==> src/rtl/cs_loader_pkg.sv <==
// Shared constants for the control-store loader: state encodings and default geometry.
package cs_loader_pkg;

  // Loader state encodings (3-bit, legacy-compatible constants)
  localparam logic [2:0] CSL_FETCH  = 3'd0;
  localparam logic [2:0] CSL_WRITE  = 3'd1;
  localparam logic [2:0] CSL_HOLD   = 3'd2;
  localparam logic [2:0] CSL_VERIFY = 3'd3;
  localparam logic [2:0] CSL_DONE   = 3'd4;
  localparam logic [2:0] CSL_ERROR  = 3'd5;

  // Default control-store geometry
  localparam int unsigned CS_ADDR_WIDTH = 8;
  localparam int unsigned CS_DATA_WIDTH = 64;

  // Width of the access-wait counter; at least one bit even when rom_wait is 1
  function automatic int unsigned wait_width(input int unsigned rom_wait);
    return (rom_wait > 1) ? $clog2(rom_wait) : 1;
  endfunction

endpackage

==> src/rtl/cs_loader_counter.sv <==
// Control-store address counter: async clear, synchronous load of a preset value, count enable.
module cs_loader_counter #(
  parameter int unsigned WIDTH = 8
) (
  input  logic             clk,
  input  logic             reset,
  input  logic             load,
  input  logic [WIDTH-1:0] preset,
  input  logic             ce,
  output logic [WIDTH-1:0] count
);

  // Load has priority over increment so a terminating pass can clear in one edge
  always_ff @(posedge clk or posedge reset) begin
    if (reset) begin
      count <= '0;
    end else if (load) begin
      count <= preset;
    end else if (ce) begin
      count <= count + WIDTH'(1);
    end
  end

endmodule

==> src/rtl/cs_loader.sv <==
// Control-store loader: copies EPROM into microcode RAM, optionally verifies it, then hands
// RAM addressing to the sequencer and raises cs_ready.
module cs_loader
  import cs_loader_pkg::*;
#(
  parameter int unsigned ADDR_WIDTH = CS_ADDR_WIDTH,
  parameter int unsigned DATA_WIDTH = CS_DATA_WIDTH,
  parameter int unsigned ROM_WAIT   = 1,
  parameter int unsigned VERIFY     = 1
) (
  input  logic                  clk,
  input  logic                  reset,
  input  logic                  reload,
  input  logic [ADDR_WIDTH-1:0] seq_addr,
  output logic [ADDR_WIDTH-1:0] rom_addr,
  input  logic [DATA_WIDTH-1:0] rom_data,
  output logic [ADDR_WIDTH-1:0] ram_addr,
  output logic [DATA_WIDTH-1:0] ram_wdata,
  input  logic [DATA_WIDTH-1:0] ram_rdata,
  output logic                  ram__w,
  output logic                  cs_ready,
  output logic                  cs_error,
  output logic [ADDR_WIDTH-1:0] err_addr
);

  localparam int unsigned WaitW = wait_width(ROM_WAIT);

  logic [2:0]            state_q, state_d;
  logic [WaitW-1:0]      wait_q, wait_d;
  logic [ADDR_WIDTH-1:0] ld_addr;
  logic                  cnt_load, cnt_ce;
  logic                  wait_last, addr_last;
  logic [DATA_WIDTH-1:0] wdata_d;
  logic                  ram_w_n_d, ready_d, error_d;
  logic [ADDR_WIDTH-1:0] err_addr_d;

  assign wait_last = (wait_q == WaitW'(ROM_WAIT - 1));
  assign addr_last = &ld_addr;

  cs_loader_counter #(
    .WIDTH (ADDR_WIDTH)
  ) u_addr_cnt (
    .clk    (clk),
    .reset  (reset),
    .load   (cnt_load),
    .preset ({ADDR_WIDTH{1'b0}}),
    .ce     (cnt_ce),
    .count  (ld_addr)
  );

  // Next-state, counter control and registered-output next values
  always_comb begin
    state_d    = state_q;
    wait_d     = wait_q;
    cnt_load   = 1'b0;
    cnt_ce     = 1'b0;
    wdata_d    = ram_wdata;
    ram_w_n_d  = 1'b1;
    ready_d    = cs_ready;
    error_d    = cs_error;
    err_addr_d = err_addr;
    case (state_q)
      CSL_FETCH: begin
        if (wait_last) begin
          wait_d    = '0;
          wdata_d   = rom_data;
          ram_w_n_d = 1'b0;
          state_d   = CSL_WRITE;
        end else begin
          wait_d = wait_q + WaitW'(1);
        end
      end
      CSL_WRITE: begin
        state_d = CSL_HOLD;
      end
      CSL_HOLD: begin
        if (addr_last) begin
          cnt_load = 1'b1;
          if (VERIFY != 0) begin
            state_d = CSL_VERIFY;
          end else begin
            state_d = CSL_DONE;
            ready_d = 1'b1;
          end
        end else begin
          cnt_ce  = 1'b1;
          state_d = CSL_FETCH;
        end
      end
      CSL_VERIFY: begin
        if (wait_last) begin
          wait_d = '0;
          // Case inequality so X/Z read-back is treated as a mismatch in simulation
          if (ram_rdata !== rom_data) begin
            error_d    = 1'b1;
            err_addr_d = ld_addr;
            state_d    = CSL_ERROR;
          end else if (addr_last) begin
            cnt_load = 1'b1;
            ready_d  = 1'b1;
            state_d  = CSL_DONE;
          end else begin
            cnt_ce = 1'b1;
          end
        end else begin
          wait_d = wait_q + WaitW'(1);
        end
      end
      CSL_DONE, CSL_ERROR: begin
        if (reload) begin
          cnt_load = 1'b1;
          ready_d  = 1'b0;
          error_d  = 1'b0;
          wait_d   = '0;
          state_d  = CSL_FETCH;
        end
      end
      default: begin
        cnt_load = 1'b1;
        wait_d   = '0;
        state_d  = CSL_FETCH;
      end
    endcase
  end

  // State and registered outputs; reset releases the write strobe immediately
  always_ff @(posedge clk or posedge reset) begin
    if (reset) begin
      state_q   <= CSL_FETCH;
      wait_q    <= '0;
      ram_wdata <= '0;
      ram__w    <= 1'b1;
      cs_ready  <= 1'b0;
      cs_error  <= 1'b0;
      err_addr  <= '0;
    end else begin
      state_q   <= state_d;
      wait_q    <= wait_d;
      ram_wdata <= wdata_d;
      ram__w    <= ram_w_n_d;
      cs_ready  <= ready_d;
      cs_error  <= error_d;
      err_addr  <= err_addr_d;
    end
  end

  // Address select: sequencer owns the RAM once ready, error freezes it on the bad word
  always_comb begin
    ram_addr = ld_addr;
    rom_addr = ld_addr;
    if (state_q == CSL_DONE) begin
      ram_addr = seq_addr;
      rom_addr = '0;
    end else if (state_q == CSL_ERROR) begin
      ram_addr = err_addr;
    end
  end

endmodule
==> config.mk <==
export PLATFORM = sky130hd
export DESIGN_NAME = cs_loader
export DESIGN_NICKNAME = d
export VERILOG_FILES = /design/src/rtl/cs_loader_pkg.sv /design/src/rtl/cs_loader_counter.sv /design/src/rtl/cs_loader.sv
export SDC_FILE = /design/constraint.sdc
export NUM_CORES = 1
export LEC_CHECK = 0
export BUFFER_PORTS_ARGS = -buffer_cell sky130_fd_sc_hd__buf_2
export CORE_MARGIN = 4
export CORE_UTILIZATION = 25
export DETAILED_ROUTE_END_ITERATION = 16
export GPL_ROUTABILITY_DRIVEN = 0
export GPL_TIMING_DRIVEN = 0
export PLACE_DENSITY_LB_ADDON = 0.1
export SKIP_CTS_REPAIR_TIMING = 1
export SLEW_MARGIN = 15
export SYNTH_ARGS = -nofsm -noshare
export SYNTH_HDL_FRONTEND = slang
export SYNTH_SLANG_ARGS = --single-unit
==> constraint.sdc <==
create_clock -name clk -period 2.75 [get_ports clk]
set_clock_uncertainty 0.15 [all_clocks]
set_input_delay 0.55 -clock clk [delete_from_list [all_inputs] [get_ports clk]]
set_output_delay 0.55 -clock clk [all_outputs]
set_load 0.005 [all_outputs]
## Word-level counts from Yosys, hierarchy flattened

Cells that the tools add are included.

| storage, ports and cells | value |
|---|---|
| register bits | 87 |
| input bits | 139 |
| output and inout port bits | 91 |
| logic and storage cells | 72 |

| operators by class | value |
|---|---|
| add/sub/neg operators | 2 |
| equal/unequal tests | 13 |
| mux-type cells | 33 |
| bitwise operators | 2 |
| reduce and logical (&&, ||, !) cells | 14 |

Operators with widths:

| cell | number |
|---|---|
| 64-bit case inequality test | 1 |
| 8-bit 2-to-1 mux | 5 |
| 1-bit 2-to-1 mux | 16 |
| 3-bit 2-to-1 mux | 5 |
| 3-bit case mux with 5 select lines | 1 |
| 2-bit inequality test (second input constant) | 6 |
| 8-bit by 1-bit adder with 8-bit output (second input constant) | 1 |
| 4-bit AND reduction | 2 |
| 8-bit AND reduction | 1 |
| 2-bit OR reduction | 4 |
| 3-bit by 2-bit equality test with 1-bit output (second input constant) | 2 |
| 3-bit equality test (second input constant) | 2 |
| 1-bit case mux with 2 select lines | 3 |
| 5-bit AND reduction | 1 |
| 1-bit case mux with 4 select lines | 1 |
| 2-bit AND reduction | 2 |
| 2-bit nonzero test | 2 |
| 3-bit by 1-bit equality test with 1-bit output (second input constant) | 1 |
| 3-bit logical NOT | 1 |
| 3-bit inequality test (second input constant) | 1 |
| 1-bit case mux with 3 select lines | 1 |
| 3-bit AND reduction | 1 |
| 2-bit 2-to-1 mux | 1 |
| 1-bit inverter | 2 |
| 1-bit adder (second input constant) | 1 |

## Longest topological paths before layout

| logic depth | value |
|---|---|
| word-level depth | 7 |
| depth in mapped cells | 7 |
| mapped depth without buffers | 7 |

## Modules after synthesis

Synthesis repeated with hierarchy kept, for this count alone.

| second synthesis, totals | value |
|---|---|
| cells, all modules | 361 |
| area, all modules | 4385.5 um^2 |

By module, submodules not included:

| module | instances | cells each | area an instance (um^2) |
|---|---|---|---|
| cs_loader | 1 | 311 | 3940.0 |
| cs_loader_counter | 1 | 50 | 445.4 |

## Least setup slack after synthesis

Ideal clock, no wire load.

| path | value |
|---|---|
| path kind | input to register |
| start point | input port rom_data[5] |
| end point | register err_addr[0] |
| setup time | 0.125 ns |
| arrival | 1.937 ns |
| required time | 2.475 ns |
| setup slack | 0.538 ns |
| stages | 7 |
| path buffers | 1 |
| path through | xnor2_1 -> nand4_1 -> nor4_2 -> nand4_2 -> nor2b_4 -> buf_6 -> mux2_4 |

| on the way | value |
|---|---|
| word-level cells in the longest chain between the ends | 2 |

RTL lines:

| what | line | text |
|---|---|---|
| from (decl) | cs_loader.sv:16 | `input logic [DATA_WIDTH-1:0] rom_data,` |
| 64-bit case inequality test | cs_loader.sv:94 | `if (ram_rdata !== rom_data) begin` |
| 3-bit AND reduction (no source line) | n/a |  |
| to (signal assigned) | cs_loader.sv:143 | `err_addr <= err_addr_d;` |
| to (decl) | cs_loader.sv:23 | `output logic [ADDR_WIDTH-1:0] err_addr` |

No other way between the ends.
A chain may end at the register's enable or synchronous reset.

## Worst setup path in the final report

| path | value |
|---|---|
| start point | register state_q[1] |
| end point | output port ram_addr[6] |

| on the way | value |
|---|---|
| word-level cells in the longest chain between the ends | 3 |
| elaborated cells on any way between the ends | 4 |

RTL lines:

| what | line | text |
|---|---|---|
| from (decl) | cs_loader.sv:28 | `logic [2:0] state_q, state_d;` |
| from (signal assigned) | cs_loader.sv:137 | `state_q <= state_d;` |
| 3-bit equality test | cs_loader.sv:154 | `end else if (state_q == CSL_ERROR) begin` |
| 8-bit 2-to-1 mux | cs_loader.sv:154 |  |
| 8-bit 2-to-1 mux (*) | cs_loader.sv:151 | `if (state_q == CSL_DONE) begin` |
| to (decl) | cs_loader.sv:17 | `output logic [ADDR_WIDTH-1:0] ram_addr,` |

Every way passes the cells marked *; elsewhere a longest branch is shown, timed or not.

==> results.md <==
- Status: completed
- Worst Setup Slack post-DPL: -0.159 ns
- Asr flop ratio synth: 1.00
- Met1 usage: 0.166
- Chip Width: 140 microns
- Top cells by area, synth: dfrtp_1 49%, mux2_2 16%, xnor2_1 13%, mux2_4 2.8%, nand4_1 2.7%
- Worst-path maximum fanout: 10
- WP data required: 2.05 ns
- R2R setup slack: 0.29 ns
- Startpoint types: flop
- Final net count: 731
- Clock buffer depth: 2
- Synth top area share: 0.488
- Placed Area: 5860 sq um
- Synthesized net count: 488
- Period utilization: 0.913
- Fin. max-slew vios: 0
- H-tree depth: 3
- Busiest grt layer: met2
- Via Count: between 3000 and 4000
- Count of flip-flops with a built-in enable after synthesis: 0
- Die Span Y: 140 microns
- Final cell utilization of the core: 0.360
- Mapped cell area: 4360 sq um
- #FFs+latches synth: 86
- Final hold viol count: 0
- CTS root buf: clkbuf_16
- Port bufs: roughly 230
- P&R area growth vs syn: 41.6%
- Number of global-route vias before repair: 4012
- CP Class: reg -> out
- Drt drc: 0
- Met2 Use GR: 0.239
- Max-slew headroom: 0.361
- Most common flop cell mapped by yosys: dfrtp_1
- Post-synth top cells: 85 x dfrtp_1, 67 x xnor2_1, 61 x mux2_2
- Ys Warns: 0
- Worst setup EP type: primary output
- Mapped Cells: 348
- Syn Area/Cell: approximately 13 sq um
- Minimum clock period: 2.51 ns
- Initial drt markers: 153
- Worst r2r dst: ram_wdata[56]$_DFFE_PP0P_
- Worst r2r src: state_q[0]$_DFFE_PP0P_
- Num CTS Buffers: 9
- Area leader, netlist: dfrtp_1
- Clock sink count: 86
- Least-Margin Pin Slew: 0.953 ns
- Pwr Density: 484 nW/um^2
- Max cap viols: 0
- Worst setup margin: 0.239 ns
- Clock transition at path regs: approximately 0.060 ns
- Drt pass-1 iters: 4
- GRT Total Usage: 0.140
- Sequential area share after synthesis: 0.494
- FMAX: around 400 MHz
- Share of cells above drive strength 1: 0.579
- Initial antenna violation count: 1
- Boundary pin count: 230
- Die Footprint: 19600 sq um
- Total grt overflow: 0
- Pleak: 2.85 nW
- Finish-stage setup viols: 0
- Fill count: approximately 1800
- Vias per std cell: 4.41
- Std-Cell Rows: 48
- Routed WL per cell: between 15 and 20 microns
- Largest net degree at the start of global routing: 32
- Antenna viol nets, final: 0
- Placed wire-length estimate: 11.2 mm
- CTS tree: done
- Worst VDD drop: 0.271 mV
- First-pass GRT wire length: between 20 and 25 mm
- Core area: 17200 sq um
- Most frequent cell after synthesis: dfrtp_1
- Total power: roughly 0.0030 W
- Grt met3 use: 0.0410
- Insertion delay to the later sink of the worst-skew pair: 0.34 ns
- Final hold slack: 0.0753 ns
- Synth unique cells: 40
- RSZ-0062 raised after global routing: no
- Routed WL: 13.6 mm
- Hold WC Path Type: in -> async
- Initial Util: 0.254
- Finished Cell Area: around 6200 sq um
- R2R depth: 6
- Worst EP arrival: 1.81 ns
==> critical path, cell delays in order (launching register included) <==
cell,delay [ns]
dfrtp_1,0.36
buf_2,0.17
inv_1,0.12
nand2_1,0.23
clkbuf_2,0.27
o21ai_0,0.19
buf_2,0.14
==> power breakdown <==
part	internal (W)	total [W]	switching, W
registers	0.00131	0.00134	0.0000224
clock network	0.000736	0.00127	0.000534
logic	0.000213	0.000382	0.000169
==> per-stage QoR <==
| stage | std cells | setup TNS [ns] |
|---|---|---|
| 2_1_floorplan | 348 | 0 |
| 3_3_place_gp | 802 | -1.65 |
| 3_5_place_dp | 805 | -1.82 |
| 4_1_cts | 821 | 0 |
| 5_1_grt | 822 | 0 |
| 6_report | 822 | 0 |
==> worst max path at each step <==
stage                                       from                               to  slack [ns]  cells after the start
final                     state_q[1]$_DFFE_PP0P_                      ram_addr[6]        0.24                      6
after global routing      state_q[1]$_DFFE_PP0P_                      rom_addr[5]      0.0005                      6
after CTS                 state_q[1]$_DFFE_PP0P_                      rom_addr[0]        0.02                      6
after detailed placement             rom_data[3]  u_addr_cnt.count[1]$_DFFE_PP0P_       -0.16                      8
after global placement               rom_data[3]  u_addr_cnt.count[1]$_DFFE_PP0P_       -0.14                      8
after floorplan                      rom_data[5]          err_addr[0]$_DFFE_PP0P_        0.54                      7
==> sequential cells by signal, indices dropped and copies added, names as in the netlist <==
signal and flops:
u_addr_cnt.count 8, cs_ready 1, cs_error 1, state_q 3
ram_wdata 64, err_addr 8, ram__w 1
==> final cells by class <==
cell class              count  area, sq um  share of cell area
flip-flops and latches     86         2150               0.349
plain buffers              13         67.6              0.0109
clock inverters             6         68.8              0.0111
repair buffers            232         1210               0.196
clock buffers              10          239              0.0387
inverters                   9         37.5             0.00608
diodes                      1         2.50            0.000405
multi-input cells         240         2110               0.342
well taps                 225          282              0.0456
==> cell usage in the layout, fill, tap and decap left out, drive strengths merged, types with 10 or more instances in the layout <==
master and count:
buf 241, dfrtp 85, mux2 72, xnor2 67, nand4 20, clkbuf 14, o21ai 10, nor2 10
inv 10
==> metal layers <==
| metal | routed length [microns] | part of all wire |
|---|---|---|
| met2 | 6680 | 0.49 |
| met4 | 333 | 0.025 |
| met1 | 5570 | 0.41 |
| met5 | 0 | 0 |
| met3 | 970 | 0.072 |
==> logic make-up after synthesis <==
family,synth area share
buf+inv,0.0227
fa+ha+maj,0.00287
simple gates,0.0849
compound gates,0.0482
flops,0.494
xor+xnor,0.134
mux,0.213
No activity file was read; power rests on OpenSTA's default activity.
